**src/rtl/dense_seq_pkg.sv**
```systemverilog
// dense_seq_pkg: shared types and constants for the dense sequencer slice.
//   state_e     - sequencer FSM states
//   op_e        - command opcodes presented on cmd_op
//   BP_*        - flag bit offsets above the three backprop_controll word fields
package dense_seq_pkg;

  typedef enum logic [2:0] {
    ST_IDLE,
    ST_LOAD,
    ST_FWD,
    ST_TRAIN,
    ST_DRAIN
  } state_e;

  typedef enum logic [1:0] {
    OP_NOP     = 2'd0,
    OP_LOAD_W  = 2'd1,
    OP_FORWARD = 2'd2,
    OP_TRAIN   = 2'd3
  } op_e;

  localparam int BP_EN    = 0;
  localparam int BP_FIRST = 1;
  localparam int BP_LAST  = 2;
  localparam int BP_UPD   = 3;

endpackage

```
**src/rtl/seq_beat_counter.sv**
```systemverilog
// seq_beat_counter: loadable 16-bit up-counter with a terminal compare.
//   clk, rst_n - clock and asynchronous active-low reset
//   load       - load load_val (wins over inc)
//   load_val   - value to load
//   inc        - increment by one
//   terminal   - value compared against the current count
//   count      - current count
//   at_term    - high while count equals terminal
module seq_beat_counter (
  input  logic        clk,
  input  logic        rst_n,
  input  logic        load,
  input  logic [15:0] load_val,
  input  logic        inc,
  input  logic [15:0] terminal,
  output logic [15:0] count,
  output logic        at_term
);

  logic [15:0] count_q;
  logic [15:0] count_d;

  always_comb begin
    count_d = count_q;
    if (load) begin
      count_d = load_val;
    end else if (inc) begin
      count_d = count_q + 16'd1;
    end
  end

  always_ff @(posedge clk or negedge rst_n) begin
    if (!rst_n) begin
      count_q <= '0;
    end else begin
      count_q <= count_d;
    end
  end

  assign count   = count_q;
  assign at_term = (count_q == terminal);

endmodule

```
**src/rtl/dense_seq_ctrl.sv**
```systemverilog
// dense_seq_ctrl: command-driven sequencer feeding the decode->dense register.
//   clk, rst_n                   - clock, asynchronous active-low reset
//   cmd_valid/cmd_ready          - command handshake (op, config, count, lr)
//   abort                        - drop the current command, return to IDLE
//   beat_valid/beat_ready        - data beat handshake (beat_data, beat_label)
//   act_type/dense_type/cost_type- latched config
//   w, x, label                  - registered beat payloads
//   load_w, out_valid            - one-cycle beat strobes
//   backprop_controll            - {flags, beat index, lr, count}
//   busy, done                   - activity and one-cycle completion pulse
module dense_seq_ctrl
  import dense_seq_pkg::*;
#(
  parameter int size            = 3,
  parameter int data_size       = 16,
  parameter int act_type_size   = 4,
  parameter int dense_type_size = 4,
  parameter int cost_type_size  = 8,
  parameter int bp_field_size   = 32,
  parameter int drain_cycles    = 4
) (
  input  logic                         clk,
  input  logic                         rst_n,
  input  logic                         cmd_valid,
  output logic                         cmd_ready,
  input  logic [1:0]                   cmd_op,
  input  logic [act_type_size-1:0]     cmd_act,
  input  logic [dense_type_size-1:0]   cmd_dense,
  input  logic [cost_type_size-1:0]    cmd_cost,
  input  logic [15:0]                  cmd_count,
  input  logic [bp_field_size-1:0]     cmd_lr,
  input  logic                         abort,
  input  logic                         beat_valid,
  output logic                         beat_ready,
  input  logic [data_size*size-1:0]    beat_data,
  input  logic [data_size*size-1:0]    beat_label,
  output logic [act_type_size-1:0]     act_type,
  output logic [dense_type_size-1:0]   dense_type,
  output logic [cost_type_size-1:0]    cost_type,
  output logic [data_size*size-1:0]    w,
  output logic [data_size*size-1:0]    x,
  output logic [data_size*size-1:0]    label,
  output logic                         load_w,
  output logic                         out_valid,
  output logic [3*bp_field_size+3:0]   backprop_controll,
  output logic                         busy,
  output logic                         done
);

  localparam int B     = bp_field_size;
  localparam int FLAG0 = 3 * bp_field_size;

  // Reset release is re-timed to clk so every flop leaves reset on the same edge.
  logic [1:0] rst_sync_q;
  logic [1:0] rst_sync_d;
  logic       rst_int_n;

  assign rst_sync_d = {rst_sync_q[0], 1'b1};
  assign rst_int_n  = rst_sync_q[1];

  always_ff @(posedge clk or negedge rst_n) begin
    if (!rst_n) begin
      rst_sync_q <= '0;
    end else begin
      rst_sync_q <= rst_sync_d;
    end
  end

  state_e                       state_q, state_d;
  logic [act_type_size-1:0]     act_q, act_d;
  logic [dense_type_size-1:0]   dense_q, dense_d;
  logic [cost_type_size-1:0]    cost_q, cost_d;
  logic [data_size*size-1:0]    w_q, w_d, x_q, x_d, label_q, label_d;
  logic                         load_w_q, load_w_d;
  logic                         out_valid_q, out_valid_d;
  logic [3*B+3:0]               bp_q, bp_d;
  logic                         done_q, done_d;

  logic        cnt_load;
  logic        cnt_inc;
  logic [15:0] cnt_term;
  logic [15:0] beat_idx;
  logic        at_term;
  logic        beat_fire;

  assign cmd_ready  = (state_q == ST_IDLE);
  assign beat_ready = (state_q == ST_LOAD) || (state_q == ST_FWD) || (state_q == ST_TRAIN);
  assign busy       = (state_q != ST_IDLE);
  assign beat_fire  = beat_valid && beat_ready;

  // One counter serves as beat index in the streaming states and as the
  // drain timer in DRAIN; only the terminal value changes with the state.
  always_comb begin
    cnt_term = bp_q[15:0] - 16'd1;
    if (state_q == ST_LOAD) begin
      cnt_term = 16'(size - 1);
    end else if (state_q == ST_DRAIN) begin
      cnt_term = 16'(drain_cycles - 1);
    end
  end

  seq_beat_counter u_beat_counter (
    .clk      (clk),
    .rst_n    (rst_int_n),
    .load     (cnt_load),
    .load_val (16'd0),
    .inc      (cnt_inc),
    .terminal (cnt_term),
    .count    (beat_idx),
    .at_term  (at_term)
  );

  // Next-state and output decode; abort outranks a beat in the same cycle,
  // and flag bits are strobes that fall back to 0 unless a beat is taken.
  always_comb begin
    state_d     = state_q;
    act_d       = act_q;
    dense_d     = dense_q;
    cost_d      = cost_q;
    w_d         = w_q;
    x_d         = x_q;
    label_d     = label_q;
    load_w_d    = 1'b0;
    out_valid_d = 1'b0;
    bp_d        = bp_q;
    bp_d[FLAG0 +: 4] = 4'b0;
    done_d      = 1'b0;
    cnt_load    = 1'b0;
    cnt_inc     = 1'b0;

    case (state_q)
      ST_IDLE: begin
        if (cmd_valid) begin
          act_d          = cmd_act;
          dense_d        = cmd_dense;
          cost_d         = cmd_cost;
          bp_d[0 +: B]   = B'(cmd_count);
          bp_d[B +: B]   = cmd_lr;
          bp_d[2*B +: B] = '0;
          cnt_load       = 1'b1;
          case (op_e'(cmd_op))
            OP_NOP:     done_d  = 1'b1;
            OP_LOAD_W:  state_d = ST_LOAD;
            OP_FORWARD: state_d = (cmd_count == 16'd0) ? ST_DRAIN : ST_FWD;
            OP_TRAIN:   state_d = (cmd_count == 16'd0) ? ST_DRAIN : ST_TRAIN;
            default:    state_d = ST_IDLE;
          endcase
        end
      end
      ST_LOAD: begin
        if (abort) begin
          state_d = ST_IDLE;
        end else if (beat_fire) begin
          w_d      = beat_data;
          load_w_d = 1'b1;
          cnt_inc  = 1'b1;
          if (at_term) begin
            state_d  = ST_DRAIN;
            cnt_load = 1'b1;
          end
        end
      end
      ST_FWD, ST_TRAIN: begin
        if (abort) begin
          state_d = ST_IDLE;
        end else if (beat_fire) begin
          x_d         = beat_data;
          out_valid_d = 1'b1;
          if (state_q == ST_TRAIN) begin
            label_d = beat_label;
          end
          bp_d[2*B +: B]          = B'(beat_idx);
          bp_d[FLAG0 + BP_EN]     = (state_q == ST_TRAIN);
          bp_d[FLAG0 + BP_FIRST]  = (beat_idx == 16'd0);
          bp_d[FLAG0 + BP_LAST]   = at_term;
          bp_d[FLAG0 + BP_UPD]    = (state_q == ST_TRAIN) && at_term;
          cnt_inc = 1'b1;
          if (at_term) begin
            state_d  = ST_DRAIN;
            cnt_load = 1'b1;
          end
        end
      end
      ST_DRAIN: begin
        if (abort) begin
          state_d = ST_IDLE;
        end else if (at_term) begin
          state_d = ST_IDLE;
          done_d  = 1'b1;
        end else begin
          cnt_inc = 1'b1;
        end
      end
      default: state_d = ST_IDLE;
    endcase
  end

  always_ff @(posedge clk or negedge rst_int_n) begin
    if (!rst_int_n) begin
      state_q     <= ST_IDLE;
      act_q       <= '0;
      dense_q     <= '0;
      cost_q      <= '0;
      w_q         <= '0;
      x_q         <= '0;
      label_q     <= '0;
      load_w_q    <= 1'b0;
      out_valid_q <= 1'b0;
      bp_q        <= '0;
      done_q      <= 1'b0;
    end else begin
      state_q     <= state_d;
      act_q       <= act_d;
      dense_q     <= dense_d;
      cost_q      <= cost_d;
      w_q         <= w_d;
      x_q         <= x_d;
      label_q     <= label_d;
      load_w_q    <= load_w_d;
      out_valid_q <= out_valid_d;
      bp_q        <= bp_d;
      done_q      <= done_d;
    end
  end

  assign act_type          = act_q;
  assign dense_type        = dense_q;
  assign cost_type         = cost_q;
  assign w                 = w_q;
  assign x                 = x_q;
  assign label             = label_q;
  assign load_w            = load_w_q;
  assign out_valid         = out_valid_q;
  assign backprop_controll = bp_q;
  assign done              = done_q;

endmodule

```
**config.mk**
```make
export PLATFORM = sky130hd
export DESIGN_NAME = dense_seq_ctrl
export DESIGN_NICKNAME = d
export VERILOG_FILES = /design/src/rtl/dense_seq_pkg.sv /design/src/rtl/seq_beat_counter.sv /design/src/rtl/dense_seq_ctrl.sv
export SDC_FILE = /design/constraint.sdc
export NUM_CORES = 1
export LEC_CHECK = 0
export ABC_AREA = 1
export ABC_CLOCK_PERIOD_IN_PS = 10900
export CAP_MARGIN = 20
export CORE_ASPECT_RATIO = 0.5
export CORE_UTILIZATION = 30
export DETAILED_ROUTE_END_ITERATION = 10
export PLACE_DENSITY_LB_ADDON = 0.1
export SYNTH_ARGS = -nofsm -noshare
export SYNTH_HDL_FRONTEND = slang
export SYNTH_SLANG_ARGS = --single-unit
```
**constraint.sdc**
```tcl
create_clock -name clk -period 10.9 [get_ports clk]
set_input_delay 1.09 -clock clk [delete_from_list [all_inputs] [get_ports clk]]
set_output_delay 1.09 -clock clk [all_outputs]
set_load 0.01 [all_outputs]
```
# == Yosys cells after proc, flatten, opt, wreduce, memory -nomap -nowiden ==
# Index checks and enable logic that the tools add are counted.
# word_totals
ff_bits,268
wordCells,87
# classes
add_sub_neg,2
n_eq_ne,15
mux,35
bitwise_logic,1
reduce_logical,19
# ops
op,n
$mux 96,1
$mux 36,2
$mux 16,4
$pmux 32 s2,1
$logic_not 16->1,2
$mux 3,8
$pmux 3 s3,2
$add 16x1->16 const B,1
$eq 16x16->1,1
$sub 16x1->16 const B,1
$mux 1,13
$reduce_and 4->1,2
$eq 3x2->1 const B,2
$ne 2x2->1 const B,3
$ne 3x1->1 const B,2
$pmux 1 s2,3
$reduce_and 3->1,2
$reduce_and 5->1,1
$eq 2x2->1 const B,2
$mux 4,1
$ne 4x1->1 const B,1
$reduce_bool 2->1,2
$eq 3x1->1 const B,1
$eq 3x3->1 const B,1
other kinds (11),13

# == Depth between registers and ports, before layout ==
# logic_depth
depth_word,9
mapped_depth,19

# == Hierarchy ==
# Synthesis repeated with hierarchy kept, for this count alone.
# hier_totals
cells_unflattened,1155
hier_area_um2,10872.9
# by_module_without_submodules
mod,n_inst,cells_per_inst,area_per_inst_um2
dense_seq_ctrl,1,980,9582.9
seq_beat_counter,1,175,1290.0

# == Worst setup path after synthesis ==
# No wires, ideal clock.
# synth_path
path_kind,input to register
startpoint,in abort
endpoint,reg label_q[27] (netlist: label[27])
setup_time_ns,0.117
arrival_time_ns,2.293
t_required_ns,10.783
slack_ns,8.490
path_stages,12
path_buffers,2
path_cell_list,inv_1 > nand2_1 > inv_2 > nand2_1 > inv_2 > nand2_1 > nor2_1 > inv_1 > clkbuf_1 > buf_2 > nand2_1 > nand2_1
# synth_via
elab_chain_cells,2
# synth_lines
item,line,text
"start, declared",dense_seq_ctrl.sv:32,"input logic abort,"
$not 1->1 (no source line),n/a,
$reduce_and 4->1 (no source line),n/a,
"end signal, assigned",dense_seq_ctrl.sv:218,label_q <= label_d;
"end, declared",dense_seq_ctrl.sv:73,"logic [data_size*size-1:0] w_q, w_d, x_q, x_d, label_q, label_d;"
# Every way passes these cells.
# A chain may end at the register's enable or synchronous reset.

# == Final worst setup path ==
# layout_path
startpoint,reg state_q[0]
endpoint,out busy
# layout_via
elab_chain_cells,1
# layout_lines
item,line,text
"start, declared",dense_seq_ctrl.sv:69,"state_e state_q, state_d;"
"start signal, assigned",dense_seq_ctrl.sv:212,state_q <= state_d;
$reduce_bool 3->1,dense_seq_ctrl.sv:88,assign busy = (state_q != ST_IDLE);
"end, declared",dense_seq_ctrl.sv:46,"output logic busy,"
# Every way passes these cells.

==> impl_results.md <==
- Status: finished clean
- Worst slew pin tran: 0.952 ns
- Worst Setup End Kind: output port
- Worst r2r dst: label[12]
- Final clock skew: 0.0117 ns
- Drt wl/cell: 16.9 µm
- Resize count post-CTS: 0
- Max Cap Viol: 0
- First-pass GRT wire length: 53.1 mm
- R2R depth: 13
- Clock Latency Late Sink: 0.52 ns
- Slew Limit Fails: 0
- P_leak: 7.51 nW
- Clock Path Buffers: 3
- Final setup violation count: 0
- Area Growth Syn to Fin: 46.6%
- Crit path launch type: flop
- Core Rows: 48
- CTS tree: done
- VDD IR-drop max: 126 µV
- Initial antenna violation count: 0
- Kind of critical path: flop to output port
- RSZ-0062 raised after global routing: no
- ANT cells: 0
- Cell area after synthesis: 10900 µm²
- Share of layout cells above drive strength 1: 7.82%
- Hold Crit Class: flop to flop
- GRT Total Usage: 18.3%
- Cells after synthesis: 1187
- Power per Cell Area: 251 nW/µm²
- Final instance area: 16000 µm²
- Total gr overflow: 0
- Hold Path End: rst_sync_q[1]
- CP Max Fanout: 7
- Synth top area cells: dfrtp_1 58%, nand2_1 13%, o21ai_0 5.7%, mux2_2 5.1%, inv_1 3.7%
- Crit share post-route: 31.3%
- Pre-CTS setup slack: 7.00 ns
- CP most frequent cell: inv_1
- R2R Setup Slk: 7.90 ns
- CTS Buf Count: 25
- TNS Setup: 0 ns
- Worst path cell trace: nor2_2 > inv_1 > nor2_1 > inv_1 > clkdlybuf4s50_1
- Vias per std cell: 4.43
- Max-slew headroom: 36.6%
- Post-synthesis sequential area ratio: 57.9%
- DRC viols: 0
- WL final: 34.8 mm
- Clk sinks: 252
- Worst Setup Slack, final: 7.49 ns
- Max incr delay on CP: 0.52 ns
- First-iteration detailed-routing DRC count: 562
- Vias in the first global route: 9072
- Post-layout nets: 1740
- Die Width: 271 µm
- Port Buffer Count: 400
- DRT Pass-1 Iters: 5
- Final hold slack: 0.363 ns
- Avg Inst Size Synth: 9.17 µm²
- Critical Path AT: 2.32 ns
- Root buf cell: clkbuf_16
- R2R Path Start: state_q[0]
- Yosys cell types: 33
- Hpwl dp: 26.1 mm
- Ys Warns: 0
- Crit-path slowest cell: clkdlybuf4s50_1
- #FFs+latches synth: 252
- Min Tclk post-route: 3.41 ns
- Hold_sp: rst_sync_q[0]
- Pin count of the biggest net entering global routing: 98
- Die height: 137 µm
- Fmax: 293 MHz
- Die ar.: 37100 µm²
- Initial core utilization: 31.1%
- RD Place Congestion: 0.848
- Top-area cell type share of the netlist area: 57.9%
- I/O pin total: 433
- Final Hold Vio Count: 0
- WHS Path Cells: 0
- Via count: 9124
- Final ANT Viol Nets: 0
- Clk slew on worst S/H paths: 0.07 ns
- Htree depth: 1
- Dpl cell area: 15200 µm²
- Hold_buf cts: 0
- Synth area leader: dfrtp_1
- Post-CTS setup-driven buffer insertion count: 0
- Worst EP required: 9.81 ns
- Total core area: 35100 µm²
[cells in the mapped netlist (all sizes together)]
cell,number
and2,1
nand4,20
nor2,47
nand3,75
clkbuf,36
o21ai,126
nor4,5
o21bai,3
a21oi,5
nand3b,1
xor2,15
mux2,49
nand2,371
conb,2
inv,116
ha,3
o22ai,1
buf,47
dfrtp,252
nor3,11
o32ai,1
[sequential cells by signal, indices dropped and copies added, names as in the netlist, 4 cells and up]
name / count
act_type: 4
u_beat_counter.count: 16
dense_type: 4
x: 48
backprop_controll: 68
label: 48
w: 48
cost_type: 8
[critical path, delay by kind of cell, from the launching register on]
| family | cells | cell delay, ns |
|---|---|---|
| buf+inv | 3 | 0.74 |
| simple gates | 2 | 0.63 |
| flops | 1 | 0.43 |
[cell usage in the layout (no fill, tap or decap), types with 11 or more instances in the layout]
| master | n |
|---|---|
| dfrtp_1 | 251 |
| nor3_1 | 11 |
| mux2_2 | 49 |
| inv_1 | 108 |
| nand3_1 | 72 |
| clkbuf_16 | 25 |
| xor2_1 | 15 |
| conb_1 | 33 |
| nor2_1 | 35 |
| o21ai_0 | 123 |
| clkdlybuf4s50_1 | 400 |
| nand2_1 | 362 |
| nand4_1 | 20 |
[stage by stage]
step	total power, mW	utilization, %	instances
after floorplan	2.27	-	1218
after global placement	3.21	43.4	2018
after detailed placement	3.24	43.4	2018
after CTS	4.07	45.5	2060
after global routing	4.27	45.5	2060
final	4.00	45.5	2060
[cells by family after synthesis]
| logic type | synth area share [%] |
|---|---|
| and+or+nand+nor | 20.8 |
| AOI/OAI and AO/OA | 6.36 |
| other | 0.0690 |
| buffers and inverters | 8.20 |
| muxes | 5.07 |
| DFF | 57.9 |
| xor gates and xnor gates | 1.21 |
| adders and majority gates | 0.345 |
[where the power goes]
group	leakage, nW	internal [mW]	total (mW)	switching (mW)
logic	3.91	0.888	1.69	0.806
clock network	0.359	0.442	0.807	0.365
registers	3.24	1.27	1.50	0.234
total	7.51	2.60	4.00	1.41
[area by class of cell]
| class | count | area, µm² |
|---|---|---|
| multi-input cells | 767 | 3830 |
| clock buffers | 36 | 697 |
| inverters | 116 | 438 |
| fillers | 3391 | 19100 |
| clock inverters | 6 | 32.5 |
| repair buffers | 408 | 4060 |
| flip-flops and latches | 252 | 6310 |
| well taps | 475 | 594 |
[routing by layer]
metal / wire length, µm / global-route usage (%) / vias to the layer above
li1: - / - / 4475
met1: 14600 / 23.0 / 4415
met2: 18200 / 32.7 / 184
met3: 1250 / 3.05 / 50
met4: 830 / 4.46 / 0
met5: 0 / 0 / -
[how the worst max path moves through the flow]
stage                             start          end  slack (ns)  depth (start not counted)
after floorplan           rst_sync_q[1]  act_type[0]        3.36                          0
after global placement            abort    label[11]        7.09                         13
after detailed placement          abort     label[1]        7.00                         13
after CTS                    state_q[0]    cmd_ready        7.45                          4
after global routing              abort     label[1]        7.28                         13
final                        state_q[0]         busy        7.49                          5
(Power assumes the default switching activity.)
